$ cat config.mk
export PLATFORM = sky130hd
export DESIGN_NAME = hud_bcd_latch
export DESIGN_NICKNAME = d
export VERILOG_FILES = /design/src/rtl/hud_pkg.sv /design/src/rtl/bcd_dabble_step.sv /design/src/rtl/hud_bcd_latch.sv
export SDC_FILE = /design/constraint.sdc
export NUM_CORES = 1
export LEC_CHECK = 0
export ABC_AREA = 1
export BUFFER_PORTS_ARGS = -buffer_cell sky130_fd_sc_hd__clkbuf_2
export CAP_MARGIN = 0
export CORE_MARGIN = 3
export CORE_UTILIZATION = 63
export DETAILED_ROUTE_END_ITERATION = 8
export GPL_ROUTABILITY_DRIVEN = 0
export PLACE_DENSITY = 0.85
export SETUP_SLACK_MARGIN = 0.02
export SYNTH_ARGS = -nofsm -noshare
export SYNTH_HDL_FRONTEND = slang
export SYNTH_SLANG_ARGS = --single-unit
$ cat constraint.sdc
create_clock -name clk -period 8.1 [get_ports clk]
set_clock_uncertainty 0.05 [all_clocks]
set_input_delay 0.405 -clock clk [delete_from_list [all_inputs] [get_ports clk]]
set_output_delay 0.405 -clock clk [all_outputs]
set_load 0.01 [all_outputs]
$ cat src/rtl/hud_pkg.sv
// Shared definitions for the HUD snapshot/BCD conversion block:
// default widths, HUD slot indices and the converter FSM encoding.
package hud_pkg;

    // Default geometry: six 8-bit HUD values, three BCD digits each.
    localparam int NUM_VALUES_DEF = 6;
    localparam int IN_W_DEF       = 8;
    localparam int DIGITS_DEF     = 3;

    // Slot order inside in_values / bcd_out.
    localparam int SLOT_ENEMY_HP    = 0;
    localparam int SLOT_PLAYER_HP   = 1;
    localparam int SLOT_PLAYER_BAT  = 2;
    localparam int SLOT_PLAYER_SWRD = 3;
    localparam int SLOT_ENEMY_BAT   = 4;
    localparam int SLOT_ENEMY_SWRD  = 5;

    // Converter sequencing states.
    typedef enum logic [2:0] {
        ST_IDLE   = 3'd0,
        ST_LOAD   = 3'd1,
        ST_SHIFT  = 3'd2,
        ST_STORE  = 3'd3,
        ST_COMMIT = 3'd4
    } state_e;

endpackage

$ cat src/rtl/bcd_dabble_step.sv
// One combinational double-dabble iteration: every BCD digit >= 5 gets +3
// (no carry between digits), then {bcd, shift} moves left by one bit.
module bcd_dabble_step
    import hud_pkg::*;
#(
    parameter int DIGITS = DIGITS_DEF,
    parameter int IN_W   = IN_W_DEF
) (
    input  logic [DIGITS*4-1:0] bcd_in,
    input  logic [IN_W-1:0]     shift_in,
    output logic [DIGITS*4-1:0] bcd_out,
    output logic [IN_W-1:0]     shift_out
);

    localparam int DW = DIGITS * 4;

    logic [DW-1:0]      adj;
    logic [DW+IN_W-1:0] shifted;

    // Per-digit add-3 correction; each nibble wraps within 4 bits.
    genvar gi;
    generate
        for (gi = 0; gi < DIGITS; gi++) begin : g_digit
            assign adj[gi*4 +: 4] = (bcd_in[gi*4 +: 4] >= 4'd5)
                                  ? bcd_in[gi*4 +: 4] + 4'd3
                                  : bcd_in[gi*4 +: 4];
        end
    endgenerate

    // The MSB of the corrected digits falls off the top; it is always 0
    // when 10^DIGITS exceeds the largest input value.
    assign shifted   = {adj, shift_in} << 1;
    assign bcd_out   = shifted[DW+IN_W-1 : IN_W];
    assign shift_out = shifted[IN_W-1:0];

endmodule

$ cat src/rtl/hud_bcd_latch.sv
// Frame-synchronous HUD latch: snapshots all values on frame_start, converts
// them one at a time to BCD, then publishes every digit on a single edge so
// the renderer never sees a partially updated set.
module hud_bcd_latch
    import hud_pkg::*;
#(
    parameter int NUM_VALUES = NUM_VALUES_DEF,
    parameter int IN_W       = IN_W_DEF,
    parameter int DIGITS     = DIGITS_DEF
) (
    input  logic                           clk,
    input  logic                           rst_n,
    input  logic                           frame_start,
    input  logic [NUM_VALUES*IN_W-1:0]     in_values,
    output logic [NUM_VALUES*DIGITS*4-1:0] bcd_out,
    output logic                           valid,
    output logic                           busy,
    output logic                           overrun
);

    localparam int DW    = DIGITS * 4;
    localparam int IDX_W = (NUM_VALUES > 1) ? $clog2(NUM_VALUES) : 1;
    localparam int CNT_W = (IN_W > 1) ? $clog2(IN_W) : 1;

    state_e                        state_q, state_d;
    logic [NUM_VALUES*IN_W-1:0]    snap_q, snap_d;
    logic [IDX_W-1:0]              idx_q, idx_d;
    logic [CNT_W-1:0]              bit_cnt_q, bit_cnt_d;
    logic [IN_W-1:0]               shift_q, shift_d;
    logic [DW-1:0]                 acc_q, acc_d;
    logic [NUM_VALUES*DW-1:0]      work_q, work_d;
    logic [NUM_VALUES*DW-1:0]      bcd_out_q, bcd_out_d;
    logic                          valid_q, valid_d;
    logic                          busy_q, busy_d;
    logic                          overrun_q, overrun_d;

    logic [DW-1:0]                 step_bcd;
    logic [IN_W-1:0]               step_shift;

    bcd_dabble_step #(
        .DIGITS (DIGITS),
        .IN_W   (IN_W)
    ) u_step (
        .bcd_in    (acc_q),
        .shift_in  (shift_q),
        .bcd_out   (step_bcd),
        .shift_out (step_shift)
    );

    // Next-state logic for the converter FSM and its datapath registers.
    always_comb begin
        state_d   = state_q;
        snap_d    = snap_q;
        idx_d     = idx_q;
        bit_cnt_d = bit_cnt_q;
        shift_d   = shift_q;
        acc_d     = acc_q;
        work_d    = work_q;
        bcd_out_d = bcd_out_q;
        valid_d   = valid_q;
        case (state_q)
            ST_IDLE: begin
                if (frame_start) begin
                    snap_d  = in_values;
                    idx_d   = '0;
                    state_d = ST_LOAD;
                end
            end
            ST_LOAD: begin
                shift_d   = snap_q[idx_q*IN_W +: IN_W];
                acc_d     = '0;
                bit_cnt_d = '0;
                state_d   = ST_SHIFT;
            end
            ST_SHIFT: begin
                acc_d   = step_bcd;
                shift_d = step_shift;
                if (bit_cnt_q == CNT_W'(IN_W - 1)) begin
                    state_d = ST_STORE;
                end else begin
                    bit_cnt_d = bit_cnt_q + 1'b1;
                end
            end
            ST_STORE: begin
                work_d[idx_q*DW +: DW] = acc_q;
                if (idx_q == IDX_W'(NUM_VALUES - 1)) begin
                    state_d = ST_COMMIT;
                end else begin
                    idx_d   = idx_q + 1'b1;
                    state_d = ST_LOAD;
                end
            end
            ST_COMMIT: begin
                bcd_out_d = work_q;
                valid_d   = 1'b1;
                state_d   = ST_IDLE;
            end
            default: state_d = ST_IDLE;
        endcase
        // Status flags are registered copies of the upcoming state.
        busy_d    = (state_d != ST_IDLE);
        overrun_d = frame_start && (state_q != ST_IDLE);
    end

    // State and datapath registers; reset aborts any conversion in flight.
    always_ff @(posedge clk or negedge rst_n) begin
        if (!rst_n) begin
            state_q   <= ST_IDLE;
            snap_q    <= '0;
            idx_q     <= '0;
            bit_cnt_q <= '0;
            shift_q   <= '0;
            acc_q     <= '0;
            work_q    <= '0;
            bcd_out_q <= '0;
            valid_q   <= 1'b0;
            busy_q    <= 1'b0;
            overrun_q <= 1'b0;
        end else begin
            state_q   <= state_d;
            snap_q    <= snap_d;
            idx_q     <= idx_d;
            bit_cnt_q <= bit_cnt_d;
            shift_q   <= shift_d;
            acc_q     <= acc_d;
            work_q    <= work_d;
            bcd_out_q <= bcd_out_d;
            valid_q   <= valid_d;
            busy_q    <= busy_d;
            overrun_q <= overrun_d;
        end
    end

    assign bcd_out = bcd_out_q;
    assign valid   = valid_q;
    assign busy    = busy_q;
    assign overrun = overrun_q;

endmodule

==> results.toml, run 1 <==
[min_path]
hold_class = "input port to flop"

[synth]
yosys_warnings = 0
netlist_area_um2 = 10610
seq_area_frac_synth_pct = 52.86
synth_edf_count = 0
synth_cell_type_count = 41
ys_ff_latch = 224
syn-num-nets = 1254
synth-async-reset-ratio_pct = 100.0
avgSynthCellArea_um2 = 8.934
synthCells = 1187
synthFlopType = "dfrtp_1"

[timing]
finalCritPeriodShare_pct = 50.01
slew_violations = 0
timing.final.crit_period_ps = 4051
max-slew-margin-rel_pct = 29.93
clock.fmax_mhz = 246.9
rsz0062_at_grt = "no"
tightest_slew_ps = 1051
fin_tns_setup_ps = 0
hold_violations = 0
finalSetupViolations = 0

[global_routing]
met3_usage_pct = 5.461
gr-max-usage-layer = "met2"
grtUsageMet1_pct = 37.37
antenna_found_initial = 0
grt_pass1_wl_um = 42010
overflow = 0
use_met2_pct = 46.90
grt.total_usage_pct = 28.21
grt_max_degree = 89
grt_pass1_vias = 8466

[floorplanning]
rows = 46
io-pin-count = 126
dieArea_um2 = 18430
fp.dieW_um = 135.7
core_area_um2 = 16170
start_util_pct = 65.57
fp.dieH_um = 135.7

[run]
cap_violations = 0

[setup_path]
required_ps = 8480
cp_max_fo = 21
setup.worst_path.class = "flop to flop"
cp-end-kind = "flop"
cp-start-kind = "flop"
arrival_ps = 4430

[detailed_routing]
post_drt_wl_per_cell_um = 16.92
firstDrtPassIters = 5
ant_nets = 0
drt_iter0_drc = 1041
avgViaCountPerCell = 5.782
drc = 0
via_count = 8806
totalWireLength_um = 25770

[cells_and_area]
drive_gt1_share_pct = 21.65
final_core_util_pct = 75.07
area_delta_synth_final_pct = 14.48
antenna_cells = 0
regArea_um2 = 5605
layout_common_cells = "382 x nand2_1, 224 x dfrtp_1, 124 x clkbuf_2"
n_fill_cell = 1151
final_common_cell = "nand2_1"
multiInputGateArea_um2 = 4466
fin_nets = 1359

[clocking]
cts_tree = "yes"
cts_made_buffers = 23
post-cts-setup-buffers = 0
clockBufferDepth = 3
clock_latency_ps = 510
clkSinkCount = 224
root_buffer = "clkbuf_16"
clk_pin_slew_worst_paths_ps = 60
cts_resized = 0
cts.htree.levels = 1
postCtsHoldBufs = 1

[pwr]
pwr_density_cell_nw_per_um2 = 186.6
ir_drop_v = 0.0001949
leakagePower_nw = 6.326

[placement]
io_buffers = 125
hpwlAfterDp_um = 17750

[run_status]
status = "finished, final reports clean"
[report_power, final]
part | internal (W) | switching, W | total [W]
clock | 0.000692 | 0.000420 | 0.00111
sequential | 0.00112 | 0.0000000728 | 0.00112
combinational | 0.0000100 | 0.0000243 | 0.0000343
total | 0.00182 | 0.000444 | 0.00227
[routing by layer]
metal,up-vias,share of wire (%)
li1,4123,-
met1,4205,40
met2,399,49
met3,79,7.5
met4,0,3.5
met5,-,0
[cell families (layout without fill, tap and decap cells)]
family,after synthesis,in the layout,synth area share (%)
compound gates,192,192,9.757
xor+xnor,4,4,0.4012
fa+ha+maj,16,16,1.958
buf+inv,132,252,5.156
simple gates,552,552,22.76
flops,224,224,52.86
mux,67,67,7.114
[final cells by class]
cell class	count	area share, %
Multi-Input combinational cell	831	36.78
Inverter	80	2.515
Clock inverter	9	1.216
Tap cell	216	2.226
Clock buffer	31	5.400
Sequential cell	224	46.17
Timing Repair Buffer	132	5.689
[path summary, 6_finish.rpt]
kind	cells past startpoint	slack, ps	to	start
setup reg to reg	14	4050	work_q[43]	idx_q[1]
setup / recovery	14	4050	work_q[43]	idx_q[1]
hold reg to reg	2	420	valid	valid
min in group asynchronous	2	430	valid	rst_n
hold / removal	3	40	snap_q[24]	in_values[24]
max in group asynchronous	3	6180	work_q[49]	rst_n
[synthesized netlist by cell type (2+ instances only)]
| library cell | n | area share (%) |
|---|---|---|
| nand2_4 | 3 | 0.32 |
| nor2_4 | 3 | 0.32 |
| o22ai_1 | 16 | 0.94 |
| buf_2 | 13 | 0.61 |
| nor4_1 | 2 | 0.12 |
| mux2_2 | 67 | 7.1 |
| buf_4 | 4 | 0.28 |
| o21ai_0 | 95 | 4.5 |
| nor2_1 | 47 | 1.7 |
| nand3_2 | 4 | 0.38 |
| inv_1 | 65 | 2.3 |
| ha_1 | 15 | 1.8 |
| o21ai_1 | 42 | 2.0 |
| dfrtp_1 | 224 | 53 |
| nand2_1 | 382 | 14 |
| nor2_8 | 3 | 0.57 |
| nand3_4 | 2 | 0.33 |
| a21oi_2 | 2 | 0.17 |
| xor2_1 | 3 | 0.25 |
| inv_2 | 11 | 0.39 |
| buf_6 | 2 | 0.21 |
| o211ai_1 | 14 | 0.99 |
| a21oi_1 | 20 | 0.94 |
| nand4_2 | 2 | 0.24 |
| nor3_1 | 8 | 0.38 |
| clkinv_1 | 2 | 0.071 |
| inv_4 | 2 | 0.12 |
| clkbuf_1 | 23 | 0.81 |
| nand4_1 | 7 | 0.41 |
| nand3_1 | 75 | 3.5 |
| buf_1 | 10 | 0.35 |
| nand2_2 | 10 | 0.59 |
[worst max-delay path, stage by stage, from the launching register on]
cell and delay (ps):
dfrtp_1 790, ha_1 370, fa_1 540, nor2_1 210, nand2_1 80, inv_1 70, ha_1 380, inv_1 350
nor2_8 220, inv_4 90, nor2_8 240, nand3_1 230, nand2_1 200, nand2_1 70, nand2_1 70
[state kept, by name, indices dropped and copies added (netlist names)]
name	count
acc_q	12
valid	1
bit_cnt_q	3
state_q	3
overrun	1
snap_q	48
bcd_out	72
busy	1
shift_q	8
idx_q	3
work_q	72
[metrics by stage]
step | setup WS, ps | hold slack (ps) | area [um2] | total power, W | std cells
floorplan | 5103 | 59.41 | 10610 | 0.001140 | 1187
global placement | 4389 | 395.6 | 11330 | 0.001174 | 1482
detailed placement | 4186 | 397.7 | 11330 | 0.001175 | 1482
CTS | 4123 | 30.27 | 12140 | 0.002280 | 1523
global route | 3798 | 50.42 | 12140 | 0.002327 | 1523
finish | 4049 | 42.41 | 12140 | 0.002266 | 1523
Power figures use the tool's default switching activity.
==> run 2, diff against run 1 <==
--- a/config.mk
+++ b/config.mk
@@ -5,14 +5,14 @@
 export SDC_FILE = /design/constraint.sdc
 export NUM_CORES = 1
 export LEC_CHECK = 0
-export ABC_AREA = 1
+export ABC_AREA = 0
 export BUFFER_PORTS_ARGS = -buffer_cell sky130_fd_sc_hd__clkbuf_2
 export CAP_MARGIN = 0
 export CORE_MARGIN = 3
-export CORE_UTILIZATION = 63
+export CORE_UTILIZATION = 58
 export DETAILED_ROUTE_END_ITERATION = 8
 export GPL_ROUTABILITY_DRIVEN = 0
-export PLACE_DENSITY = 0.85
+export PLACE_DENSITY = 0.8
 export SETUP_SLACK_MARGIN = 0.02
 export SYNTH_ARGS = -nofsm -noshare
 export SYNTH_HDL_FRONTEND = slang
==> constraint.sdc (replaced) <==
create_clock -name clk -period 3.8 [get_ports clk]
set_clock_uncertainty 0.05 [all_clocks]
set_input_delay 0.19 -clock clk [delete_from_list [all_inputs] [get_ports clk]]
set_output_delay 0.19 -clock clk [all_outputs]
set_load 0.01 [all_outputs]
==> run 2 against run 1 <==
Combinational power rose to 97 times the previous value. Area after synthesis down 0.86%. Hold slack better by 260 ps. Utilization down 3.0 points. Largest cell class unchanged. Sequential power rose to 2.9 times the previous value. Fmax up 13%. Design area up 4.0%. Total power rose to 3.9 times the previous value. Sequential share of layout area down 1.8 points. Critical path depth down 4. First-iteration DRC count down 49%.
==> results.toml, run 2 <==
[floorplanning]
fp.dieH_um = 140.6
rows = 48
io-pin-count = 126
fp.dieW_um = 140.6
core_area_um2 = 17540
start_util_pct = 59.95
dieArea_um2 = 19780

[synth]
yosys_warnings = 0
synthCells = 845
synth-async-reset-ratio_pct = 100.0
yosysTopAreaCellShare_pct = 53.31
seq_area_frac_synth_pct = 53.31
netlist_top_cells_count = "224 x dfrtp_1, 183 x mux2_2, 45 x nand2_1, 43 x nor2_1, 40 x o21ai_0"
synth_top_area_cell = "dfrtp_1"
netlist_area_um2 = 10510
synthFlopType = "dfrtp_1"
synth_most_common_cell = "dfrtp_1"
synth_cell_type_count = 66
synthTopCellsByArea = "dfrtp_1 53%, mux2_2 20%, o21ai_0 1.9%, ha_1 1.8%, mux2i_1 1.7%"
avgSynthCellArea_um2 = 12.44
ys_ff_latch = 224
synth_edf_count = 0
syn-num-nets = 912

[cells_and_area]
fin_nets = 1079
layout_common_cells = "223 x dfrtp_1, 183 x mux2_2, 124 x clkbuf_2"
final_common_cell = "dfrtp_1"
antenna_cells = 0
drive_gt1_share_pct = 38.56
area_delta_synth_final_pct = 20.12
n_fill_cell = 1173
final_core_util_pct = 72.02
finalInstanceArea_um2 = 12630

[timing]
slew_violations = 0
fin_tns_setup_ps = 0
hold_violations = 0
rsz0062_at_grt = "no"
max-slew-margin-rel_pct = 35.12
finalCritPeriodShare_pct = 94.18
clock.fmax_mhz = 279.4
tightest_slew_ps = 973.2
finalSetupViolations = 0
timing.final.crit_period_ps = 3579

[clocking]
cts.htree.levels = 1
cts_made_buffers = 23
post-cts-setup-buffers = 0
cts_tree = "yes"
clockBufferDepth = 3
clkSinkCount = 224
clk_pin_slew_worst_paths_ps = 60
clock_latency_ps = 520
root_buffer = "clkbuf_16"

[pwr]
sequentialPowerShare_pct = 36.7
pwr_density_cell_nw_per_um2 = 700.1
p_comb_share_pct = 37.5
sw_frac_of_total_pct = 38.13
p_int_w = 0.005471
power.total_w = 0.008842
ir_drop_v = 0.0005130
clkPwrFrac_pct = 25.8
leakagePower_nw = 6.080
p_switching_w = 0.003371

[placement]
io_buffers = 125
hpwlAfterDp_um = 16380
place_area_um2 = 11350

[detailed_routing]
drt_iter0_drc = 532
via_count = 7603
post_drt_wl_per_cell_um = 20.55
avgViaCountPerCell = 6.073
ant_nets = 0
totalWireLength_um = 25730
firstDrtPassIters = 5
drc = 0

[setup_path]
cp_max_fo = 6
required_ps = 4190
setup.worst_path.class = "flop to flop"
cp-start-kind = "flop"
arrival_ps = 3970
cp-end-kind = "flop"

[global_routing]
grt_max_degree = 132
grt_pass1_wl_um = 41570
grt.total_usage_pct = 26.12
overflow = 0
antenna_found_initial = 0
grt_pass1_vias = 7800

[run]
cap_violations = 0

[min_path]
hold_class = "input port to async pin"

[run_status]
status = "finished, final reports clean"
==> run 2: layout make-up <==
type	count	area, um2	share of cell area (%)
clock inverter	8	105.1	0.8322
clock buffer	32	669.4	5.300
inverter	13	48.80	0.3864
sequential	224	5607	44.39
timing repair buffer	194	1279	10.12
tap	225	281.5	2.229
multi-input combinational	556	4639	36.73
==> run 2: metrics by stage <==
step	instances	worst slack, ps	hold slack, ps
after floorplan	845	284.0	-155.6
after global placement	1162	404.3	319.4
after detailed placement	1162	171.0	318.9
after CTS	1252	154.3	371.1
after global routing	1252	60.24	415.6
final	1252	221.0	305.4
==> run 2: timing repair <==
item / 4_1_cts / 5_1_grt
endpoints found under the hold margin: 177 / 0
gates resized for setup: 0 / 1
hold buffers: 50 / 0
endpoints found under the setup margin: 0 / 3
==> run 2: per-layer routing <==
layer  vias to the layer above  share of wire, %  GRT usage [%]
met5                         -                 0              0
met4                         0               3.9          10.15
li1                       3378                 -              -
met2                       355                48          43.93
met3                        84               7.1          3.799
met1                      3786                41          34.60
==> run 2: power by group through the flow <==
stage / combinational (W) / sequential [W] / clock, W
2_1_floorplan: 0.00249 / 0.00305 / 0
3_3_place_gp: 0.00304 / 0.00322 / 0
3_5_place_dp: 0.00312 / 0.00324 / 0
4_1_cts: 0.00318 / 0.00320 / 0.00231
5_1_grt: 0.00357 / 0.00328 / 0.00240
6_report: 0.00331 / 0.00325 / 0.00228
==> run 2: kinds of logic after synthesis <==
kind of cell | after synthesis | share of synthesized area (%)
AO/OA/AOI/OAI | 129 | 8.247
AND/OR/NAND/NOR | 184 | 8.795
adder cells (fa/ha/maj) | 16 | 1.975
buffers and inverters | 65 | 2.642
flip-flops | 224 | 53.31
multiplexers | 215 | 23.81
XOR/XNOR | 12 | 1.214
==> run 2: critical path, stage by stage, from the launching register on <==
cell,delay (ps)
dfrtp_1,460
ha_1,250
fa_1,450
nand2b_1,190
nor2_1,230
ha_1,330
or3_1,470
nor4_2,290
nand4_1,310
a221oi_1,360
a21o_1,120
==> run 2: path summary, 6_finish.rpt <==
path,startpoint,end,slack (ps),cells past startpoint
setup / recovery,idx_q[1],work_q[2],220,10
hold / removal,rst_n,bcd_out[0],310,2
setup reg to reg,idx_q[1],work_q[2],220,10
hold reg to reg,valid,valid,420,1
max in group asynchronous,rst_n,work_q[27],2360,3
min in group clk,in_values[44],snap_q[44],410,3
